**config.mk**
```make
export PLATFORM = sky130hd
export DESIGN_NAME = alu_issue_ctrl
export DESIGN_NICKNAME = d
export VERILOG_FILES = /design/src/rtl/alu_issue_ctrl_pkg.sv /design/src/rtl/alu_issue_ctrl_regfile.sv /design/src/rtl/alu_issue_ctrl.sv
export SDC_FILE = /design/constraint.sdc
export NUM_CORES = 1
export LEC_CHECK = 0
export BUFFER_PORTS_ARGS = -buffer_cell sky130_fd_sc_hd__buf_2
export CORE_ASPECT_RATIO = 0.7
export CORE_MARGIN = 3
export CORE_UTILIZATION = 35
export DETAILED_ROUTE_END_ITERATION = 8
export PLACE_DENSITY_LB_ADDON = 0.08
export SYNTH_ARGS = -nofsm -noshare
export SYNTH_HDL_FRONTEND = slang
export SYNTH_HIERARCHICAL = 1
export SYNTH_SLANG_ARGS = --single-unit
```
**constraint.sdc**
```tcl
create_clock -name clk -period 2.5 [get_ports clk]
set_clock_uncertainty 0.05 [all_clocks]
set_input_delay 0.5 -clock clk [delete_from_list [all_inputs] [get_ports clk]]
set_output_delay 0.5 -clock clk [all_outputs]
set_load 0.01 [all_outputs]
```
**src/rtl/alu_issue_ctrl_pkg.sv**
```systemverilog
// Shared definitions for the ALU issue controller: widths, opcodes, FSM states and
// instruction field positions.
package alu_issue_ctrl_pkg;

   localparam int unsigned DataW = 16;
   localparam int unsigned NRegs = 8;
   localparam int unsigned AddrW = 3;
   localparam int unsigned ImmW  = 9;

   // Opcodes. 0001..1010 go to the ALU, 1011 loads an immediate, 1100..1111 are undefined.
   localparam logic [3:0] OpNop = 4'b0000;
   localparam logic [3:0] OpAdd = 4'b0001;
   localparam logic [3:0] OpSub = 4'b0010;
   localparam logic [3:0] OpAnd = 4'b0011;
   localparam logic [3:0] OpOr  = 4'b0100;
   localparam logic [3:0] OpXor = 4'b0101;
   localparam logic [3:0] OpShl = 4'b0110;
   localparam logic [3:0] OpShr = 4'b0111;
   localparam logic [3:0] OpMul = 4'b1000;
   localparam logic [3:0] OpLt  = 4'b1001;
   localparam logic [3:0] OpEq  = 4'b1010;
   localparam logic [3:0] OpLdi = 4'b1011;

   // Instruction field bit positions
   localparam int unsigned OpMsb  = 15;
   localparam int unsigned OpLsb  = 12;
   localparam int unsigned RdMsb  = 11;
   localparam int unsigned RdLsb  = 9;
   localparam int unsigned Rs1Msb = 8;
   localparam int unsigned Rs1Lsb = 6;
   localparam int unsigned Rs2Msb = 5;
   localparam int unsigned Rs2Lsb = 3;
   localparam int unsigned ImmMsb = 8;
   localparam int unsigned ImmLsb = 0;

   typedef enum logic [1:0] {
      StIdle,
      StDecode,
      StExec,
      StWb
   } state_e;

   function automatic logic is_alu_op(input logic [3:0] op);
      return (op >= OpAdd) && (op <= OpEq);
   endfunction

endpackage

```
**src/rtl/alu_issue_ctrl_regfile.sv**
```systemverilog
// 8x16 register file with r0 hardwired to zero.
// Ports:
//   clk, rst_n            clock, async active-low clear of all entries
//   raddr_a_i/rdata_a_o   async read port A
//   raddr_b_i/rdata_b_o   async read port B
//   dbg_addr_i/dbg_data_o async debug read port
//   we_i/waddr_i/wdata_i  synchronous write port; writes to r0 are dropped
module alu_issue_ctrl_regfile
   import alu_issue_ctrl_pkg::*;
(
   input  logic             clk,
   input  logic             rst_n,
   input  logic [AddrW-1:0] raddr_a_i,
   output logic [DataW-1:0] rdata_a_o,
   input  logic [AddrW-1:0] raddr_b_i,
   output logic [DataW-1:0] rdata_b_o,
   input  logic [AddrW-1:0] dbg_addr_i,
   output logic [DataW-1:0] dbg_data_o,
   input  logic             we_i,
   input  logic [AddrW-1:0] waddr_i,
   input  logic [DataW-1:0] wdata_i
);

   logic [DataW-1:0] mem_q [NRegs];

   always_ff @(posedge clk or negedge rst_n) begin
      if (!rst_n) begin
         for (int i = 0; i < NRegs; i++) begin
            mem_q[i] <= '0;
         end
      end else if (we_i && (waddr_i != '0)) begin
         mem_q[waddr_i] <= wdata_i;
      end
   end

   assign rdata_a_o  = (raddr_a_i == '0)  ? '0 : mem_q[raddr_a_i];
   assign rdata_b_o  = (raddr_b_i == '0)  ? '0 : mem_q[raddr_b_i];
   assign dbg_data_o = (dbg_addr_i == '0) ? '0 : mem_q[dbg_addr_i];

endmodule

```
**src/rtl/alu_issue_ctrl.sv**
```systemverilog
// Decode/issue/writeback controller in front of a 16-bit combinational ALU.
// One instruction in flight: IDLE -> DECODE -> [EXEC] -> WB -> IDLE.
// Ports:
//   clk, rst_n                    clock, async active-low reset
//   instr_valid_i/instr_ready_o   instruction handshake; ready only in IDLE
//   instr_i                       instruction word
//   alu_a_o/alu_b_o/alu_op_o      ALU operands and opcode, driven only in EXEC
//   alu_result_i                  ALU result (only [16:0] is used)
//   wb_valid_o/wb_addr_o/wb_data_o  writeback pulse, destination and value
//   zero_flag_o/carry_flag_o      flags of the last ALU op
//   illegal_op_o                  one-cycle pulse for an undefined opcode
//   dbg_addr_i/dbg_data_o         debug register read
module alu_issue_ctrl
   import alu_issue_ctrl_pkg::*;
(
   input  logic             clk,
   input  logic             rst_n,
   input  logic             instr_valid_i,
   output logic             instr_ready_o,
   input  logic [15:0]      instr_i,
   output logic [DataW-1:0] alu_a_o,
   output logic [DataW-1:0] alu_b_o,
   output logic [3:0]       alu_op_o,
   input  logic [31:0]      alu_result_i,
   output logic             wb_valid_o,
   output logic [AddrW-1:0] wb_addr_o,
   output logic [DataW-1:0] wb_data_o,
   output logic             zero_flag_o,
   output logic             carry_flag_o,
   output logic             illegal_op_o,
   input  logic [AddrW-1:0] dbg_addr_i,
   output logic [DataW-1:0] dbg_data_o
);

   state_e           state_q;
   logic [15:0]      instr_q;
   logic             instr_ready_q;
   logic [DataW-1:0] alu_a_q;
   logic [DataW-1:0] alu_b_q;
   logic [3:0]       alu_op_q;
   logic             wb_valid_q;
   logic [AddrW-1:0] wb_addr_q;
   logic [DataW-1:0] wb_data_q;
   logic             wb_alu_q;
   logic             wb_carry_q;
   logic             illegal_q;
   logic             zero_q;
   logic             carry_q;

   logic [3:0]       op;
   logic [AddrW-1:0] rd;
   logic [AddrW-1:0] rs1;
   logic [AddrW-1:0] rs2;
   logic [ImmW-1:0]  imm9;
   logic [DataW-1:0] rs1_data;
   logic [DataW-1:0] rs2_data;

   assign op   = instr_q[OpMsb:OpLsb];
   assign rd   = instr_q[RdMsb:RdLsb];
   assign rs1  = instr_q[Rs1Msb:Rs1Lsb];
   assign rs2  = instr_q[Rs2Msb:Rs2Lsb];
   assign imm9 = instr_q[ImmMsb:ImmLsb];

   // Upper result bits belong to wide ALU ops (e.g. multiply) and are not written back.
   logic unused_alu_hi;
   assign unused_alu_hi = ^alu_result_i[31:17];

   alu_issue_ctrl_regfile u_regfile (
      .clk        (clk),
      .rst_n      (rst_n),
      .raddr_a_i  (rs1),
      .rdata_a_o  (rs1_data),
      .raddr_b_i  (rs2),
      .rdata_b_o  (rs2_data),
      .dbg_addr_i (dbg_addr_i),
      .dbg_data_o (dbg_data_o),
      .we_i       (wb_valid_q),
      .waddr_i    (wb_addr_q),
      .wdata_i    (wb_data_q)
   );

   always_ff @(posedge clk or negedge rst_n) begin
      if (!rst_n) begin
         state_q       <= StIdle;
         instr_q       <= '0;
         instr_ready_q <= 1'b1;
         alu_a_q       <= '0;
         alu_b_q       <= '0;
         alu_op_q      <= '0;
         wb_valid_q    <= 1'b0;
         wb_addr_q     <= '0;
         wb_data_q     <= '0;
         wb_alu_q      <= 1'b0;
         wb_carry_q    <= 1'b0;
         illegal_q     <= 1'b0;
         zero_q        <= 1'b0;
         carry_q       <= 1'b0;
      end else begin
         wb_valid_q <= 1'b0;
         illegal_q  <= 1'b0;
         unique case (state_q)
            StIdle: begin
               if (instr_valid_i && instr_ready_q) begin
                  instr_q       <= instr_i;
                  instr_ready_q <= 1'b0;
                  state_q       <= StDecode;
               end
            end
            StDecode: begin
               if (is_alu_op(op)) begin
                  // rf cannot change before EXEC, so operands are captured here.
                  alu_a_q  <= rs1_data;
                  alu_b_q  <= rs2_data;
                  alu_op_q <= op;
                  state_q  <= StExec;
               end else if (op == OpLdi) begin
                  wb_valid_q <= 1'b1;
                  wb_addr_q  <= rd;
                  wb_data_q  <= {{(DataW - ImmW){1'b0}}, imm9};
                  wb_alu_q   <= 1'b0;
                  state_q    <= StWb;
               end else begin
                  // NOP and undefined opcodes pass through WB as a bubble so every
                  // non-ALU instruction takes three cycles from accept to ready.
                  illegal_q <= (op != OpNop);
                  wb_alu_q  <= 1'b0;
                  state_q   <= StWb;
               end
            end
            StExec: begin
               wb_valid_q <= 1'b1;
               wb_addr_q  <= rd;
               wb_data_q  <= alu_result_i[DataW-1:0];
               wb_carry_q <= alu_result_i[DataW];
               wb_alu_q   <= 1'b1;
               alu_a_q    <= '0;
               alu_b_q    <= '0;
               alu_op_q   <= '0;
               state_q    <= StWb;
            end
            StWb: begin
               if (wb_valid_q && wb_alu_q) begin
                  zero_q  <= (wb_data_q == '0);
                  carry_q <= wb_carry_q;
               end
               instr_ready_q <= 1'b1;
               state_q       <= StIdle;
            end
         endcase
      end
   end

   assign instr_ready_o = instr_ready_q;
   assign alu_a_o       = alu_a_q;
   assign alu_b_o       = alu_b_q;
   assign alu_op_o      = alu_op_q;
   assign wb_valid_o    = wb_valid_q;
   assign wb_addr_o     = wb_addr_q;
   assign wb_data_o     = wb_data_q;
   assign zero_flag_o   = zero_q;
   assign carry_flag_o  = carry_q;
   assign illegal_op_o  = illegal_q;

endmodule

```
# Word level (Yosys, flattened, before mapping)
# Cells that the tools add are included.
[word_totals]
register_bits = 208
input_bits = 54
out_inout_bits = 76
[classes]
magnitude_cmp = 7
n_eq_ne = 8
muxes = 40
n_bitwise = 4
n_reduce_logical = 20
[ops]
columns = ["cell", "count"]
rows = [
  ["2-to-1 mux 16 bit", 14],
  ["binary-select mux 16 bit (select 3 bit)", 3],
  ["bitwise mux 128 bit", 1],
  ["one-hot mux 16 bit (2 select lines)", 3],
  ["demux 16 bit (select 3 bit)", 1],
  ["greater-or-equal comparator 4 bit, second input constant", 4],
  ["zero test 16 bit", 1],
  ["inverter 3 -> 4 bit", 4],
  ["AND reduction 2 bit", 5],
  ["zero test 3 bit", 3],
  ["2-to-1 mux 1 bit", 8],
  ["!= test 2 bit, second input constant", 4],
  ["one-hot mux 2 bit (4 select lines)", 1],
  ["one-hot mux 4 bit (2 select lines)", 1],
  ["2-to-1 mux 3 bit", 2],
  ["one-hot mux 1 bit (2 select lines)", 3],
  ["one-hot mux 3 bit (2 select lines)", 1],
  ["logical AND 1 bit", 5],
  ["equality test 2 bit, second input constant", 2],
  ["equality test 4 bit, second input constant", 1],
  ["greater-or-equal comparator 4 x 1 -> 1 bit, second input constant", 1],
  ["less-or-equal comparator 4 bit, second input constant", 1],
  ["less-than comparator 4 x 1 -> 1 bit, second input constant", 1],
  ["2-to-1 mux 4 bit", 1],
  ["7 further kinds", 8],
]

# Depth between registers and ports, before layout
[depth]
depth_word = 7
depth_mapped = 8
ltp_nobuf = 5

# Cells and area by module
# The synthesis kept the hierarchy.
[by_module_without_submodules]
columns = ["module", "instances", "cells_per_inst", "area_each_um2", "seq_area_each_um2"]
rows = [
  ["alu_issue_ctrl_regfile", 1, 564, 7204.4, 2802.7],
  ["alu_issue_ctrl", 1, 238, 3362.0, 2003.2],
]

# Worst setup path after synthesis
# No wires, ideal clock.
[synth_timing]
kind = "input to output"
from = "input dbg_addr_i[2]"
to = "output dbg_data_o[10]"
arrival_time_ns = 1.497
t_required_ns = 1.950
path_slack_ns = 0.453
stages = 5
cell_sequence = "buf_2 > and2_1 > buf_1 > buf_2 > a221oi_1"
[synth_between]
elab_chain_cells = 5
word_cells_on_any_way = 6
cone_classes = "mux: 4; bitwise: 1; reduce/logical: 1"
[synth_rtl]
columns = ["item", "line_no", "text"]
rows = [
  ["start, declared", "alu_issue_ctrl.sv:31", "input logic [AddrW-1:0] dbg_addr_i,"],
  ["inverter 3 -> 4 bit (implied by the code)", "alu_issue_ctrl_regfile.sv:38", "assign dbg_data_o = (dbg_addr_i == '0) ? '0 : mem_q[dbg_addr_i];"],
  ["binary-select mux 16 bit (select 3 bit)", "alu_issue_ctrl_regfile.sv:38", ""],
  ["2-to-1 mux 16 bit (implied by the code) (2 in series)", "alu_issue_ctrl_regfile.sv:38", ""],
  ["2-to-1 mux 16 bit (*)", "alu_issue_ctrl_regfile.sv:38", ""],
  ["end, declared", "alu_issue_ctrl.sv:32", "output logic [DataW-1:0] dbg_data_o"],
]
# Mark *: on every way between the ends. The rest lies on a longest branch, timed or not. The select of a mux whose other input is x is not followed.

# Final worst setup path
[layout_timing]
from = "input dbg_addr_i[0]"
to = "output dbg_data_o[5]"
# The elaborated chain is that of the path after synthesis.

==> impl_summary.log <==
INFO  metric outcome = completed
INFO  metric layout.cell_area.non_filler = 12400 um^2
INFO  metric synthesis.area_per_instance = about 13 um^2
INFO  metric root_buffer = sky130_fd_sc_hd__clkbuf_16
INFO  metric path_cells = buf_4 > buf_12 > mux2_2 > a221oi_1 > a221oi_1 > buf_2
INFO  metric achievable-frequency = between 400 and 500 MHz
INFO  metric worst_path_max_delay_cell = sky130_fd_sc_hd__a221oi_1
INFO  metric fin_crit_period = between 2 and 2.5 ns
INFO  metric cts_clock_pin_slew_for_the_worst_setup_and_hold_paths = 0.07 ns
INFO  metric rows = 52
INFO  metric grt_first_pass_wirelength = between 50000 and 60000 um
INFO  metric hold_path.class = input port to flip-flop
INFO  metric worst_pin_slew = 1.11 ns
INFO  metric gp_congestion = 0.826
INFO  metric power.leakage = roughly 0.0058 uW
INFO  metric io_buffer_count = ~110
INFO  metric cp_max_fo = 14
INFO  metric detail-route-antenna-nets = 0
INFO  metric detail_route.first_pass.iterations = 5
INFO  metric final-setup-viol-count = 0
INFO  metric grt_usage = 0.219
INFO  metric worst_ep_required_time = 1.95 ns
INFO  metric synth.cell_area = between 10000 and 15000 um^2
INFO  metric clock_latency = 0.45 ns
INFO  metric antenna_found_initial = 0
INFO  metric io-pin-count = 130
INFO  metric die_width = 214 um
INFO  metric yosysUniqueCellTypes = 49
INFO  metric finalWirelength = ~35000 um
INFO  metric top_usage_layer = met2
INFO  metric rsz0062_at_grt = no
INFO  metric layout_common_cells = sky130_fd_sc_hd__dfrtp_1 (189), sky130_fd_sc_hd__mux2_2 (178), sky130_fd_sc_hd__buf_2 (112)
INFO  metric timing.critical_path.from_type = input port
INFO  metric wire_per_inst = about 26 um
INFO  metric power_per_cell_area = between 1000 and 1500 nW/um^2
INFO  metric crit_path_max_incr_delay = 0.36 ns
INFO  metric final-max-slew-violation-count = 0
INFO  metric drt_first_iter_violations = 477
INFO  metric tritoncts = yes
INFO  metric synth_seq_cells = 192
INFO  metric synth_fp_nets = 861
INFO  metric finalHoldViolCount = 0
INFO  metric timing.setup.tns = 0 ns
INFO  metric global_route.usage.met2 = 0.332
INFO  metric clock_sink_count = ~190
INFO  metric critPathTopFamily = buffers and inverters
INFO  metric synth.yosys.warnings = 6
INFO  metric post-cts-setup-buffers = 0
INFO  metric clock_tree.htree_level_count = 4
INFO  metric mostFrequentLayoutCell = sky130_fd_sc_hd__dfrtp_1
INFO  metric route.detailed.drc = 0
INFO  metric hpwlAfterDp = 23200 um
INFO  metric count_of_antenna_diodes_in_the_layout = 0
INFO  metric maxSlewHeadroom = 0.256
INFO  metric first_global_vias = approximately 8000
INFO  metric worstSetupPathType = input port to primary output
INFO  metric vdd_ir_drop_max = 0.548 mV
INFO  metric synth-edff-count = 0
INFO  metric clock_path_buffers = 2
INFO  metric initial_utilization = 0.361
INFO  metric final_nets = 984
INFO  metric critPathArrivalTime = between 1.5 and 2 ns
INFO  metric crit_buf_inv = 3
INFO  metric grtUsageMet3 = 0.0491
INFO  metric routed-via-count = about 7800
INFO  metric ys_async_sr_fraction = 1.00
INFO  metric final_util = 0.423
INFO  metric final_setup_margin = just under 0.07 ns
INFO  metric fin_crit_sh = 0.973
INFO  metric grt_start_max_net_pins = 57
INFO  metric syn2layout_area_growth = 17.2%
INFO  metric cts_buffers = 17
INFO  metric final_layout_size_suffix_gt1_frac = 0.453
INFO  metric coreArea = 29300 um^2
INFO  metric gr_layer_usage_met1 = 0.313
INFO  metric floorplan.die_area = 32300 um^2
INFO  metric cp-end-kind = primary output
INFO  metric die-height = 151 um
INFO  metric syn-instance-count = ~800
INFO  metric final-instance-count-excl-fill = 1316
INFO  metric crit_path_frequent_cell = sky130_fd_sc_hd__a221oi_1
INFO  metric placed_cells = 1283
INFO  metric global_route.overflow_total = 0
INFO  metric synth.yosys.seq_area_share = 0.455
INFO  metric cap_viol_max_count = 0
INFO  metric placedInstanceArea = roughly 12000 um^2
INFO  metric synth_ff_type = sky130_fd_sc_hd__dfrtp_1
INFO  metric post_drt_via_cell_ratio = 5.94
INFO  metric place_worst_setup_slack = -0.0298 ns
-- what timing repair did --
action                                  4_1_cts  5_1_grt
gates resized for setup                       1        2
hold buffers                                  1        0
hold endpoints to repair                     48        0
endpoints found under the setup margin        3        2
-- metal layers --
metal | share of wire | up-vias
met4 | 0.019 | 0
met2 | 0.44 | 295
met5 | 0 | -
met1 | 0.48 | 4078
met3 | 0.063 | 53
li1 | - | 3388
-- registers in the layout, indices dropped and copies added (netlist names), 2 cells and up --
name / flops
alu_a_o: 16
alu_op_o: 4
state_q: 2
instr_q: 16
wb_data_o: 16
alu_b_o: 16
wb_addr_o: 3
u_regfile/mem_q: 112
-- kinds of logic (layout without fill, tap and decap cells) --
group	Yosys count	in the layout	synth area share
buf+inv	92	228	0.0584
fa+ha+maj	5	5	0.00592
compound gates	165	165	0.137
simple gates	62	62	0.0426
mux	286	286	0.302
flops	192	192	0.455
-- final timing paths --
kind | start | to | slack [ns] | depth (start not counted)
max | dbg_addr_i[0] | dbg_data_o[5] | 0.07 | 6
min | instr_i[11] | instr_q[11] | 0.23 | 2
max reg2reg | instr_q[7] | alu_a_o[4] | 0.35 | 6
min reg2reg | instr_q[10] | wb_addr_o[1] | 0.45 | 1
max in group asynchronous | rst_n | u_regfile/mem_q[91] | 1.12 | 3
min in group asynchronous | rst_n | wb_data_o[8] | 0.56 | 2
-- area by class of cell --
cell class | instances | area [um^2]
Clock inverter | 12 | 204
Clock buffer | 20 | 447
Multi-Input combinational cell | 518 | 5160
Sequential cell | 192 | 4810
Timing Repair Buffer | 181 | 1240
Tap cell | 378 | 473
Inverter | 15 | 56.3
Fill cell | 2691 | 16900
-- where the power goes --
group,switching [uW],internal [uW]
Combinational,3990,3720
Clock,1250,1810
Sequential,1560,4300
Total,6810,9830
-- worst register-to-register path, delay by kind of cell (launching register included) --
family                 cells  cell delay, ns
AO/OA/AOI/OAI              3            0.70
flip-flops                 1            0.58
buffers and inverters      2            0.49
AND/OR/NAND/NOR            1            0.27
-- cells in the mapped netlist, types with 3 or more instances --
cell                         n  area (um^2)
sky130_fd_sc_hd__nand2_1    14         52.6
sky130_fd_sc_hd__buf_4      13         97.6
sky130_fd_sc_hd__buf_6      27          304
sky130_fd_sc_hd__nor4_1      5         31.3
sky130_fd_sc_hd__clkbuf_1   18         67.6
sky130_fd_sc_hd__nor2b_1    22          138
sky130_fd_sc_hd__dfrtp_1   191         4780
sky130_fd_sc_hd__mux2_4     20          300
sky130_fd_sc_hd__mux2_2    178         2000
sky130_fd_sc_hd__a211oi_1   17          128
sky130_fd_sc_hd__nand4b_4    3         71.3
sky130_fd_sc_hd__a221oi_1   75          657
sky130_fd_sc_hd__mux2i_1    87          871
sky130_fd_sc_hd__a21oi_1     5         25.0
sky130_fd_sc_hd__a311oi_1   16          140
sky130_fd_sc_hd__o21ai_0     3         15.0
sky130_fd_sc_hd__inv_1      15         56.3
sky130_fd_sc_hd__ha_1        5         62.6
sky130_fd_sc_hd__a32o_1     36          360
sky130_fd_sc_hd__buf_1       3         11.3
sky130_fd_sc_hd__buf_2      15         75.1
-- stage by stage --
stage               total power, uW  hold WS [ns]
detailed placement            13600         0.445
global route                  17600         0.213
global placement              13300         0.434
floorplan                     10600         0.154
finish                        16600         0.227
CTS                           16700         0.205
Note: power is estimated with default switching activity, not from simulation.
